--- config.mk ---
export PLATFORM = sky130hd
export DESIGN_NAME = sirv_gnrl_regbank_arb_flat
export DESIGN_NICKNAME = d
export VERILOG_FILES = /design/src/rtl/sirv_gnrl_regbank_arb_if.sv /design/src/rtl/sirv_gnrl_regbank_arb.sv /design/src/flat_wrapper.sv
export SDC_FILE = /design/constraint.sdc
export NUM_CORES = 1
export LEC_CHECK = 0
export CORE_MARGIN = 2
export CORE_UTILIZATION = 43
export DETAILED_ROUTE_END_ITERATION = 8
export PLACE_DENSITY = 0.67
export SLEW_MARGIN = 40
export SYNTH_ARGS = -nofsm -noshare
export SYNTH_HDL_FRONTEND = slang
export SYNTH_SLANG_ARGS = --single-unit
--- constraint.sdc ---
create_clock -name clk -period 5.2 [get_ports clk]
set_clock_uncertainty 0.1 [all_clocks]
set_input_delay 1.04 -clock clk [delete_from_list [all_inputs] [get_ports clk]]
set_output_delay 1.04 -clock clk [all_outputs]
set_load 0.02 [all_outputs]
--- src/rtl/sirv_gnrl_regbank_arb_if.sv ---
// Write-request, bank-hold and read-port signals shared by the regbank arbiter and its requesters.
interface sirv_gnrl_regbank_arb_if #(
  parameter int NREQ = 4,
  parameter int DW   = 32,
  parameter int AW   = 3
);
  localparam int IDW = (NREQ > 1) ? $clog2(NREQ) : 1;

  logic [NREQ-1:0]    req_vld;
  logic [NREQ-1:0]    req_rdy;
  logic [NREQ*AW-1:0] req_addr;
  logic [NREQ*DW-1:0] req_data;
  logic               bank_hold;
  logic               wr_pend;
  logic [IDW-1:0]     wr_id;
  logic               wr_en;
  logic [AW-1:0]      rd_addr;
  logic [DW-1:0]      rd_data;

  modport master (
    output req_vld, req_addr, req_data, bank_hold, rd_addr,
    input  req_rdy, wr_pend, wr_id, wr_en, rd_data
  );

  modport slave (
    input  req_vld, req_addr, req_data, bank_hold, rd_addr,
    output req_rdy, wr_pend, wr_id, wr_en, rd_data
  );
endinterface

--- src/rtl/sirv_gnrl_regbank_arb.sv ---
// Round-robin write arbiter: one grant per cycle into a single staging entry, committed to an
// owned no-reset register bank one cycle later; a commit and a new accept can share a cycle.
module sirv_gnrl_regbank_arb #(
  parameter int NREQ = 4,
  parameter int DW   = 32,
  parameter int AW   = 3
) (
  input  logic                   clk,
  input  logic                   rst,
  sirv_gnrl_regbank_arb_if.slave bus
);
  localparam int IDW   = (NREQ > 1) ? $clog2(NREQ) : 1;
  localparam int DEPTH = 2 ** AW;

  typedef enum logic {EMPTY, FULL} stg_st_e;

  stg_st_e         stg_st_q, stg_st_d;
  logic [IDW-1:0]  rr_ptr_q, rr_ptr_d;
  logic [IDW-1:0]  stg_id_q, stg_id_d;
  logic [AW-1:0]   stg_addr_q, stg_addr_d;
  logic [DW-1:0]   stg_data_q, stg_data_d;
  logic [DW-1:0]   bank_q [DEPTH];
  logic [DEPTH-1:0] bank_le;

  logic            win_vld;
  logic [IDW-1:0]  win_id;
  logic [AW-1:0]   win_addr;
  logic [DW-1:0]   win_data;
  logic [IDW:0]    cand;
  logic            stg_vld, commit, acc;

  assign stg_vld = (stg_st_q == FULL);
  assign commit  = stg_vld && !bus.bank_hold && !rst;
  assign acc     = win_vld && (!stg_vld || commit) && !rst;

  // Scan from rr_ptr upward with wrap; the first valid requester wins.
  always_comb begin
    win_vld = 1'b0;
    win_id  = '0;
    cand    = '0;
    for (int k = 0; k < NREQ; k++) begin
      cand = {1'b0, rr_ptr_q} + (IDW+1)'(k);
      if (cand >= (IDW+1)'(NREQ)) cand = cand - (IDW+1)'(NREQ);
      if (!win_vld && bus.req_vld[cand[IDW-1:0]]) begin
        win_vld = 1'b1;
        win_id  = cand[IDW-1:0];
      end
    end
  end

  always_comb begin
    win_addr    = '0;
    win_data    = '0;
    bus.req_rdy = '0;
    for (int i = 0; i < NREQ; i++) begin
      if (win_id == IDW'(i)) begin
        win_addr       = bus.req_addr[i*AW +: AW];
        win_data       = bus.req_data[i*DW +: DW];
        bus.req_rdy[i] = acc;
      end
    end
  end

  always_comb begin
    stg_st_d   = stg_st_q;
    rr_ptr_d   = rr_ptr_q;
    stg_id_d   = stg_id_q;
    stg_addr_d = stg_addr_q;
    stg_data_d = stg_data_q;
    if (acc) begin
      stg_st_d   = FULL;
      rr_ptr_d   = (win_id == IDW'(NREQ-1)) ? '0 : win_id + IDW'(1);
      stg_id_d   = win_id;
      stg_addr_d = win_addr;
      stg_data_d = win_data;
    end else if (commit) begin
      stg_st_d = EMPTY;
    end
  end

  always_ff @(posedge clk) begin
    if (rst) begin
      stg_st_q <= EMPTY;
      rr_ptr_q <= '0;
      stg_id_q <= '0;
    end else begin
      stg_st_q <= stg_st_d;
      rr_ptr_q <= rr_ptr_d;
      stg_id_q <= stg_id_d;
    end
  end

  // Staging payload is meaningless while EMPTY, so it carries no reset.
  always_ff @(posedge clk) begin
    stg_addr_q <= stg_addr_d;
    stg_data_q <= stg_data_d;
  end

  always_comb begin
    bank_le = '0;
    for (int e = 0; e < DEPTH; e++) begin
      bank_le[e] = commit && (stg_addr_q == AW'(e));
    end
  end

  always_ff @(posedge clk) begin
    for (int e = 0; e < DEPTH; e++) begin
      if (bank_le[e]) bank_q[e] <= stg_data_q;
    end
  end

  assign bus.wr_pend = stg_vld;
  assign bus.wr_en   = commit;
  assign bus.wr_id   = stg_id_q;
  assign bus.rd_data = bank_q[bus.rd_addr];
endmodule

--- src/flat_wrapper.sv ---
// flat-port wrapper written by rule: the top's interface ports become plain ports
module sirv_gnrl_regbank_arb_flat 
#(
  parameter int NREQ = 4,
  parameter int DW   = 32,
  parameter int AW   = 3
)
  (clk, rst, bus_req_vld, bus_req_addr, bus_req_data, bus_bank_hold, bus_rd_addr, bus_req_rdy, bus_wr_pend, bus_wr_id, bus_wr_en, bus_rd_data);
  sirv_gnrl_regbank_arb_if #(.NREQ(NREQ), .DW(DW), .AW(AW)) bus_i ();
  input  logic clk;
  input  logic rst;
  input wire logic [$bits(bus_i.req_vld)-1:0] bus_req_vld;
  input wire logic [$bits(bus_i.req_addr)-1:0] bus_req_addr;
  input wire logic [$bits(bus_i.req_data)-1:0] bus_req_data;
  input wire logic [$bits(bus_i.bank_hold)-1:0] bus_bank_hold;
  input wire logic [$bits(bus_i.rd_addr)-1:0] bus_rd_addr;
  output wire logic [$bits(bus_i.req_rdy)-1:0] bus_req_rdy;
  output wire logic [$bits(bus_i.wr_pend)-1:0] bus_wr_pend;
  output wire logic [$bits(bus_i.wr_id)-1:0] bus_wr_id;
  output wire logic [$bits(bus_i.wr_en)-1:0] bus_wr_en;
  output wire logic [$bits(bus_i.rd_data)-1:0] bus_rd_data;
  assign bus_i.req_vld = bus_req_vld;
  assign bus_i.req_addr = bus_req_addr;
  assign bus_i.req_data = bus_req_data;
  assign bus_i.bank_hold = bus_bank_hold;
  assign bus_i.rd_addr = bus_rd_addr;
  assign bus_req_rdy = bus_i.req_rdy;
  assign bus_wr_pend = bus_i.wr_pend;
  assign bus_wr_id = bus_i.wr_id;
  assign bus_wr_en = bus_i.wr_en;
  assign bus_rd_data = bus_i.rd_data;
  sirv_gnrl_regbank_arb #(.NREQ(NREQ), .DW(DW), .AW(AW)) u_core (.clk(clk), .rst(rst), .bus(bus_i));
endmodule
==> run summary, run 1 <==
status: finished clean
routability cong.: 0.858
Die Y: 173 um
Primary FF master, synth: edfxtp_1
Max Fclk: 221 MHz
Pwr Total: 6.09 mW
clock latency on the worst-skew pair: 0.55 ns
RSZ-0062 raised after global routing: false
area leader, netlist: edfxtp_1
Final Hold Fails: 0
Worst-Margin Slew: 0.809 ns
Area contributors post-synth: edfxtp_1, mux4_1, mux4_2
Setup Fix Bufs, Post-CTS: 0
clock root buffer: clkbuf_16
Req. time, crit path: 4.06 ns
leakage: 5.16 nW
Resize count post-CTS: 0
Layout Cells excl Fill: 1225
Hold WS: 0.431 ns
die area: 29800 um^2
CTS Sinks: 296
Syn Inst Count: 625
hold crit path type: reg -> reg
Final Max Tran Viols: 0
grt ovf: 0
DP HPWL: 16800 um
Worst-path clk slew: 0.06 ns
first-pass GRT wire length: 41700 um
Layout Nets: 978
TritonRoute pass-1 iters: 5
Seq cells post-synth: 296
top cell type's share of synthesized area: 71.4%
Finish-stage setup viols: 0
synth-to-layout area growth: 29.0%
CP endpoint kind: output port
CTS tree: built
DRT antenna net count: 0
critical path class: in -> out
Max IR drop VDD: 0.255 mV
Initial Util: 43.8%
Startpoint Class: input pin
slowest library cell on the worst path: clkdlybuf4s50_1
IO Pins: 190
Die X: 173 um
minimum clock period after layout: 4.53 ns
pin count of the biggest net entering global routing: 71
Top cell by count, worst path: clkdlybuf4s50_1
setup_tns: 0 ns
DR vias/cell: 5.48
fraction of layout instances using a drive strength above 1: 16.9%
register area share after synthesis: 72.2%
crit-path max cell delay: 0.56 ns
Routed WL: 27500 um
Routed wire per std cell: 22.4 um
Rows: 61
CP max FO: 4
syn nets: 779
Inserted Clock Buffers: 30
I/O Buffers: 189
initial DRC count: 432
initial antenna violation count: 0
n_diodes: 0
Pwr Density: 386 nW/um^2
critical-path cell list: clkdlybuf4s50_1, nand2b_1, a21oi_1, o32ai_1, inv_1, ha_2, and2_1, clkdlybuf4s50_1
MaxCap Viol Count: 0
hold buffer count at cts: 0
Inst Count DP: 1170
Critical Path AT: 3.39 ns
number of synthesized flops with an enable pin: 291
post-layout util: 56.5%
H-tree Lvls: 1
Yosys cell types: 30
Vias: 6719
vias in the first global route: 6966
DR DRC count: 0
fraction of registers with async set/reset: 0%
All-Layer GR Usage: 18.3%
clock tree buffer depth: 3
syn_area_per_cell: 19.6 um^2
core area: 27900 um^2
Synth warnings: 0
final period utilization: 87.0%
Slew HR: 45.9%
Synth Cell Area: 12200 um^2
==> routing by layer <==
layer,vias up,track usage (%),routed length (um)
li1,3023,-,-
met1,3408,25.3,11900
met2,252,30.5,13600
met3,36,2.99,1480
met4,0,4.52,512
met5,-,0,0
==> critical path, delay by kind of cell <==
| family | cells | cell delay, ns |
|---|---|---|
| buffers and inverters | 3 | 1.26 |
| AO/OA/AOI/OAI | 2 | 0.57 |
| AND/OR/NAND/NOR | 2 | 0.29 |
| adder cells (fa/ha/maj) | 1 | 0.22 |
==> stage by stage <==
stage	setup slack [ns]	cell area (um^2)
after floorplan	0.504	12200
after global placement	0.737	14600
after detailed placement	0.713	14600
after CTS	0.710	15800
after global routing	0.561	15800
final	0.674	15800
==> worst paths after layout <==
kind	from	endpoint	slack, ns	cells after the start
worst min-delay path	u_core.rr_ptr_q[0]$_SDFFE_PP0P_	u_core.rr_ptr_q[0]$_SDFFE_PP0P_	0.43	2
worst max-delay path	bus_req_vld[1]	bus_req_rdy[3]	0.67	8
worst max register to register	u_core.rr_ptr_q[1]$_SDFFE_PP0P_	u_core.stg_data_q[2]$_DFFE_PP_	2.09	8
worst min register to register	u_core.rr_ptr_q[0]$_SDFFE_PP0P_	u_core.rr_ptr_q[0]$_SDFFE_PP0P_	0.43	2
==> synthesized netlist by cell type, drive strengths merged, types with 2 or more instances <==
cell type and count:
inv 3, and2 4, nor3 2, nand2b 5, nor3b 4, clkbuf 19, a211oi 2, dfxtp 5
a221oi 34, nor2b 38, buf 23, mux4 64, nand2 39, mux2 32, o31ai 34, ha 4
edfxtp 291, a21oi 5, nor2 9
==> registers in the layout, summed over array words and instances, names as in the netlist <==
signal              count
u_core.bus.wr_pend      1
u_core.stg_data_q      32
u_core.rr_ptr_q         2
u_core.stg_addr_q       3
u_core.bank_q         256
u_core.bus.wr_id        2
==> cells in the final DEF, fill, tap and decap left out, types with 2 or more instances in the layout <==
cell type        count
o31ai_1             34
buf_4               18
nor2_4               6
and2_1               4
mux4_2              24
clkdlybuf4s50_1    186
buf_2                2
a21oi_1              5
ha_2                 3
mux4_1              40
nor2b_1             37
clkinvlp_4           3
nor3b_1              4
a221oi_1            34
clkbuf_1             5
nand2b_1             5
inv_1                3
edfxtp_1           291
nor3_2               2
nand2_1             39
dfxtp_1              5
nor2_1               3
clkbuf_16           30
clkinv_2             4
mux2_2              32
buf_12               2
bufinv_16            9
==> report_power, final <==
part           internal, mW  switching [mW]  total [mW]
Combinational         0.367           0.377       0.744
Sequential             2.83           0.106        2.94
Clock                  1.53           0.878        2.40
Total                  4.73            1.36        6.09
==> kinds of logic (layout without fill, tap and decap cells) <==
| kind of cell | Yosys count | count (layout) | synth area share (%) |
|---|---|---|---|
| AOI/OAI and AO/OA | 80 | 80 | 5.14 |
| adders and majority gates | 4 | 4 | 0.409 |
| buffers and inverters | 45 | 267 | 1.86 |
| DFF | 296 | 296 | 72.2 |
| muxes | 97 | 97 | 16.0 |
| and+or+nand+nor | 103 | 103 | 4.32 |
==> final cells by class <==
type / count / area, um^2
fillers: 2105 / 12100
flip-flops and latches: 296 / 8840
multi-input cells: 284 / 3260
repair buffers: 209 / 2070
clock buffers: 36 / 783
well taps: 378 / 473
clock inverters: 19 / 349
inverters: 3 / 11.3
Note: power is estimated with default switching activity, not from simulation.
==> run 2, diff against run 1 <==
--- a/config.mk
+++ b/config.mk
@@ -8,7 +8,7 @@
 export CORE_MARGIN = 2
 export CORE_UTILIZATION = 43
 export DETAILED_ROUTE_END_ITERATION = 8
-export PLACE_DENSITY = 0.67
+export PLACE_DENSITY = 0.69
 export SLEW_MARGIN = 40
 export SYNTH_ARGS = -nofsm -noshare
 export SYNTH_HDL_FRONTEND = slang
==> run summary, run 2 (same netlist as run 1, synthesis figures left out) <==
status: finished clean
synth-to-layout area growth: 28.2%
die area: 29800 um^2
initial DRC count: 576
Inserted Clock Buffers: 30
grt ovf: 0
worst hold start: u_core.bus.wr_id[1]$_SDFFE_PP0P_
Largest regs: u_core.bank_q (256), u_core.stg_data_q (32), u_core.stg_addr_q (3)
CP endpoint kind: output port
Vias: 6737
n_diodes: 0
RSZ-0062 raised after global routing: false
DP HPWL: 17400 um
CP max FO: 4
hold path endpoint: u_core.bus.wr_id[1]$_SDFFE_PP0P_
CTS Sinks: 296
Die Y: 173 um
Routed wire per std cell: 22.6 um
Startpoint Class: input pin
hold buffer count at cts: 0
DRT antenna net count: 0
H-tree Lvls: 1
hold path depth: 2
worst reg2reg path startpoint: u_core.rr_ptr_q[1]$_SDFFE_PP0P_
Most flops, register: u_core.bank_q
initial antenna violation count: 0
Critical Path AT: 3.46 ns
Setup Fix Bufs, Post-CTS: 0
critical path class: in -> out
TritonRoute pass-1 iters: 5
Req. time, crit path: 4.06 ns
leakage: 5.12 nW
Resize count post-CTS: 0
MaxCap Viol Count: 0
Max IR drop VDD: 0.219 mV
All-Layer GR Usage: 18.3%
setup_tns: 0 ns
most frequent cells in the layout: edfxtp_1, clkdlybuf4s50_1, mux4_1, nand2_1, nor2b_1
clock root buffer: clkbuf_16
minimum clock period after layout: 4.60 ns
Largest register FFs: 256
Layout Nets: 981
I/O Buffers: 189
routability cong.: 0.745
Hold WS: 0.397 ns
clock latency on the worst-skew pair: 0.54 ns
Final Hold Fails: 0
pin count of the biggest net entering global routing: 71
CTS tree: built
DR DRC count: 0
reg2reg path depth: 8
core area: 27900 um^2
first-pass GRT wire length: 41600 um
final period utilization: 88.5%
Die X: 173 um
clock tree buffer depth: 3
Finish-stage setup viols: 0
flop2flop setup slack: 2.04 ns
Slew HR: 49.3%
Rows: 61
Worst-path clk slew: 0.06 ns
Pwr Density: 371 nW/um^2
fraction of layout instances using a drive strength above 1: 15.9%
IO Pins: 190
commonest non-fill, non-tap cell in the layout: edfxtp_1
Routed WL: 27700 um
Final Max Tran Viols: 0
hold crit path type: reg -> reg
fillers: 2171
Worst-Margin Slew: 0.760 ns
reg2reg end: u_core.stg_data_q[0]$_DFFE_PP_
Initial Util: 43.8%
DR vias/cell: 5.49
Max Fclk: 217 MHz
vias in the first global route: 6939
run 2: worst max path at each step:
stage / from / end / slack (ns) / cells past startpoint
floorplan: rst / u_core.bank_q[0][0]$_DFFE_PP_ / 0.50 / 3
global placement: bus_req_vld[3] / bus_req_rdy[0] / 0.53 / 5
detailed placement: bus_req_vld[1] / bus_req_rdy[3] / 0.58 / 8
CTS: bus_req_vld[1] / bus_req_rdy[3] / 0.58 / 8
global route: bus_req_vld[1] / bus_req_rdy[3] / 0.47 / 8
finish: bus_req_vld[1] / bus_req_rdy[3] / 0.60 / 8
run 2: through the flow:
step	cell area, um^2	utilization (%)	total power [mW]	std cells	worst slack [ns]
after floorplan	12200	-	3.37	625	0.504
after global placement	14700	52.5	3.71	1170	0.534
after detailed placement	14700	52.6	3.74	1173	0.585
after CTS	15700	56.1	5.86	1227	0.581
after global routing	15700	56.1	6.01	1227	0.474
final	15700	56.1	5.81	1227	0.596
run 2: cell type report:
type                       instances  area, um^2  area share [%]
clock buffer                      45         868            5.54
clock inverter                     9         115           0.734
inverter                           3        11.3          0.0718
multi-input combinational        284        3250            20.7
sequential                       296        8840            56.4
tap                              378         473            3.02
timing repair buffer             212        2130            13.6
run 2: power breakdown:
group,internal (mW),leakage [nW],switching (mW)
clock,1.29,0.479,0.833
sequential,2.83,2.69,0.110
combinational,0.371,1.94,0.374
run 2: layer usage:
layer / part of all wire [%] / global-route usage [%]
met5: 0 / 0
met4: 1.6 / 4.31
met3: 5.9 / 3.03
met2: 50 / 30.9
met1: 42 / 25.0
run 2: critical path, cell delays in order:
cell	delay (ns)
clkdlybuf4s50_1	0.53
nand2b_1	0.14
a21oi_1	0.05
o32ai_1	0.62
inv_1	0.16
ha_2	0.25
and2_1	0.14
clkdlybuf4s50_1	0.54
==> run 3, diff against run 2 <==
--- a/config.mk
+++ b/config.mk
@@ -5,10 +5,11 @@
 export SDC_FILE = /design/constraint.sdc
 export NUM_CORES = 1
 export LEC_CHECK = 0
+export ABC_AREA = 1
 export CORE_MARGIN = 2
 export CORE_UTILIZATION = 43
 export DETAILED_ROUTE_END_ITERATION = 8
-export PLACE_DENSITY = 0.69
+export PLACE_DENSITY = 0.68
 export SLEW_MARGIN = 40
 export SYNTH_ARGS = -nofsm -noshare
 export SYNTH_HDL_FRONTEND = slang
==> run summary, run 3 <==
Largest delay share family, worst path: buffers and inverters
TritonRoute pass-1 iters: 5
final period utilization: 88.0%
count leader, synth: edfxtp_1
number of synthesized flops with an enable pin: 291
first-pass GRT wire length: 48000 um
Slew HR: 49.1%
pin count of the biggest net entering global routing: 129
clock tree buffer depth: 3
hold path depth: 4
Setup Fix Bufs, Post-CTS: 0
Synth Area in XOR/XNOR: 0%
Die Y: 174 um
H-tree Lvls: 1
post-layout util: 55.0%
Die X: 174 um
grt ovf: 0
Worst-Margin Slew: 0.764 ns
crit-path max cell delay: 0.64 ns
critical path class: in -> out
worst path bufs/invs: 5
Vias: 8823
Post-synth top cells: edfxtp_1, nor2_1, o21ai_0, nand2_1, clkbuf_1
Routed wire per std cell: 19.3 um
CP max FO: 4
Primary FF master, synth: edfxtp_1
initial DRC count: 823
Synth warnings: 0
commonest non-fill, non-tap cell in the layout: edfxtp_1
routability cong.: 0.777
Finish-stage setup viols: 0
initial antenna violation count: 1
MaxCap Viol Count: 0
Yosys cell types: 32
core area: 28600 um^2
Largest register FFs: 256
Pwr Density: 494 nW/um^2
hold crit path type: reg -> reg
Routed WL: 31300 um
leakage: 5.25 nW
RSZ-0062 raised after global routing: false
top cell type's share of synthesized area: 70.2%
Area contributors post-synth: edfxtp_1, nor2_1, o21ai_0
Synth Cell Area: 12400 um^2
DR DRC count: 0
worst hold start: u_core.bus.wr_id[0]$_SDFFE_PP0P_
reg2reg end: u_core.stg_data_q[30]$_DFFE_PP_
reg2reg path depth: 14
Initial Util: 43.5%
Post-Synth Adder-Cell Area: 0.402%
Final Hold Fails: 0
clock root buffer: clkbuf_16
n_diodes: 0
area leader, netlist: edfxtp_1
worst reg2reg path startpoint: u_core.rr_ptr_q[0]$_SDFFE_PP0P_
post-synthesis mux area share: 0%
DR vias/cell: 5.43
DRT antenna net count: 0
critical-path cell list: clkdlybuf4s50_1, inv_1, nand2_2, nand3_2, nand2_2, nor2_4, nand3_1, nand3_1, nand2_1, inv_1, ha_2, clkinv_1, nor2_1, clkdlybuf4s50_1
DP HPWL: 18500 um
hold buffer count at cts: 0
Critical Path AT: 3.44 ns
Max Fclk: 218 MHz
CTS Sinks: 296
pre-CTS setup slack: 0.600 ns
Final Max Tran Viols: 0
syn_area_per_cell: 12.0 um^2
fraction of layout instances using a drive strength above 1: 8.62%
Rows: 62
Worst-path clk slew: 0.06 ns
IO Pins: 190
I/O Buffers: 189
Layout Nets: 1371
Startpoint Class: input pin
main combinational cell family by area after synthesis: compound AO/OA/AOI/OAI gates
die area: 30300 um^2
Post-Synth Simple-Gate Area: 11.9%
Largest regs: u_core.bank_q (256), u_core.stg_data_q (32), u_core.stg_addr_q (3)
flop2flop setup slack: 1.79 ns
Max IR drop VDD: 0.509 mV
most frequent cells in the layout: edfxtp_1, nor2_1, clkdlybuf4s50_1, o21ai_0, nand2_1
post-route worst setup slack: 0.622 ns
CP endpoint kind: output port
Synth Area in Compound Gates: 13.5%
Syn Inst Count: 1038
All-Layer GR Usage: 20.4%
fraction of registers with async set/reset: 0%
clock latency on the worst-skew pair: 0.54 ns
Hold WS: 0.432 ns
Most flops, register: u_core.bank_q
hold path endpoint: u_core.bus.wr_id[0]$_SDFFE_PP0P_
Resize count post-CTS: 0
synth-to-layout area growth: 26.5%
syn nets: 1192
slowest library cell on the worst path: clkdlybuf4s50_1
minimum clock period after layout: 4.58 ns
Seq cells post-synth: 296
CTS tree: built
Inserted Clock Buffers: 30
status: finished clean
setup_tns: 0 ns
register area share after synthesis: 71.0%
vias in the first global route: 8538
Req. time, crit path: 4.06 ns
[run 3: changes by cell type after synthesis, sizes merged, moves of 32 or more]
cell,change
nor2,+266
mux4,-64
o21ai,+131
mux2,-32
nand2,+42
nor2b,-38
a31oi,+33
[run 3: cell type report]
type / instances / area (um^2)
Tap cell: 384 / 480
Timing Repair Buffer: 217 / 2140
Clock inverter: 14 / 58.8
Clock buffer: 42 / 847
Inverter: 26 / 98.8
Fill cell: 2382 / 12900
Sequential cell: 296 / 8840
Multi-Input combinational cell: 646 / 3270
[run 3: worst max path at each step]
| stage | start | end | cells past startpoint |
|---|---|---|---|
| detailed placement | bus_req_vld[3] | bus_req_rdy[2] | 14 |
| floorplan | rst | u_core.bank_q[2][0]$_DFFE_PP_ | 3 |
| global route | bus_req_vld[3] | bus_req_rdy[2] | 14 |
| finish | bus_req_vld[3] | bus_req_rdy[2] | 14 |
| global placement | bus_req_vld[3] | bus_req_rdy[2] | 14 |
| CTS | bus_req_vld[3] | bus_req_rdy[2] | 14 |
[run 3: worst register-to-register path: stages, from the launching register on]
cell,delay (ns)
dfxtp_1,0.63
inv_2,0.16
nand2_1,0.14
nand2_1,0.07
o21ai_2,0.18
inv_2,0.08
nand3_1,0.10
nand2_1,0.07
nand2_2,0.12
inv_1,0.09
ha_2,0.20
nor2_4,0.43
buf_4,0.30
a221oi_1,0.13
o31ai_1,0.38
[run 3: routing by layer]
layer	track usage, %	vias to the layer above	part of all wire, %
met5	0	-	0
met4	5.15	0	1.7
met3	4.42	43	9.9
met2	33.3	402	47
met1	28.0	4210	41
li1	-	4168	-
[run 3: stage by stage]
step	cells	total power, mW	instance area (um^2)
CTS	1625	7.84	15700
global route	1625	8.19	15700
detailed placement	1569	5.88	14800
floorplan	1038	4.92	12400
finish	1625	7.78	15700
global placement	1569	5.84	14800
[run 3: kinds of logic after synthesis]
family          count (synthesis)
flops                         296
fa+ha+maj                       4
simple gates                  369
buf+inv                        96
compound gates                273
[run 3: report_power, final]
part | internal [mW] | switching (mW)
Combinational | 0.783 | 1.39
Sequential | 3.33 | 0.325
Clock | 1.13 | 0.830
Total | 5.24 | 2.54
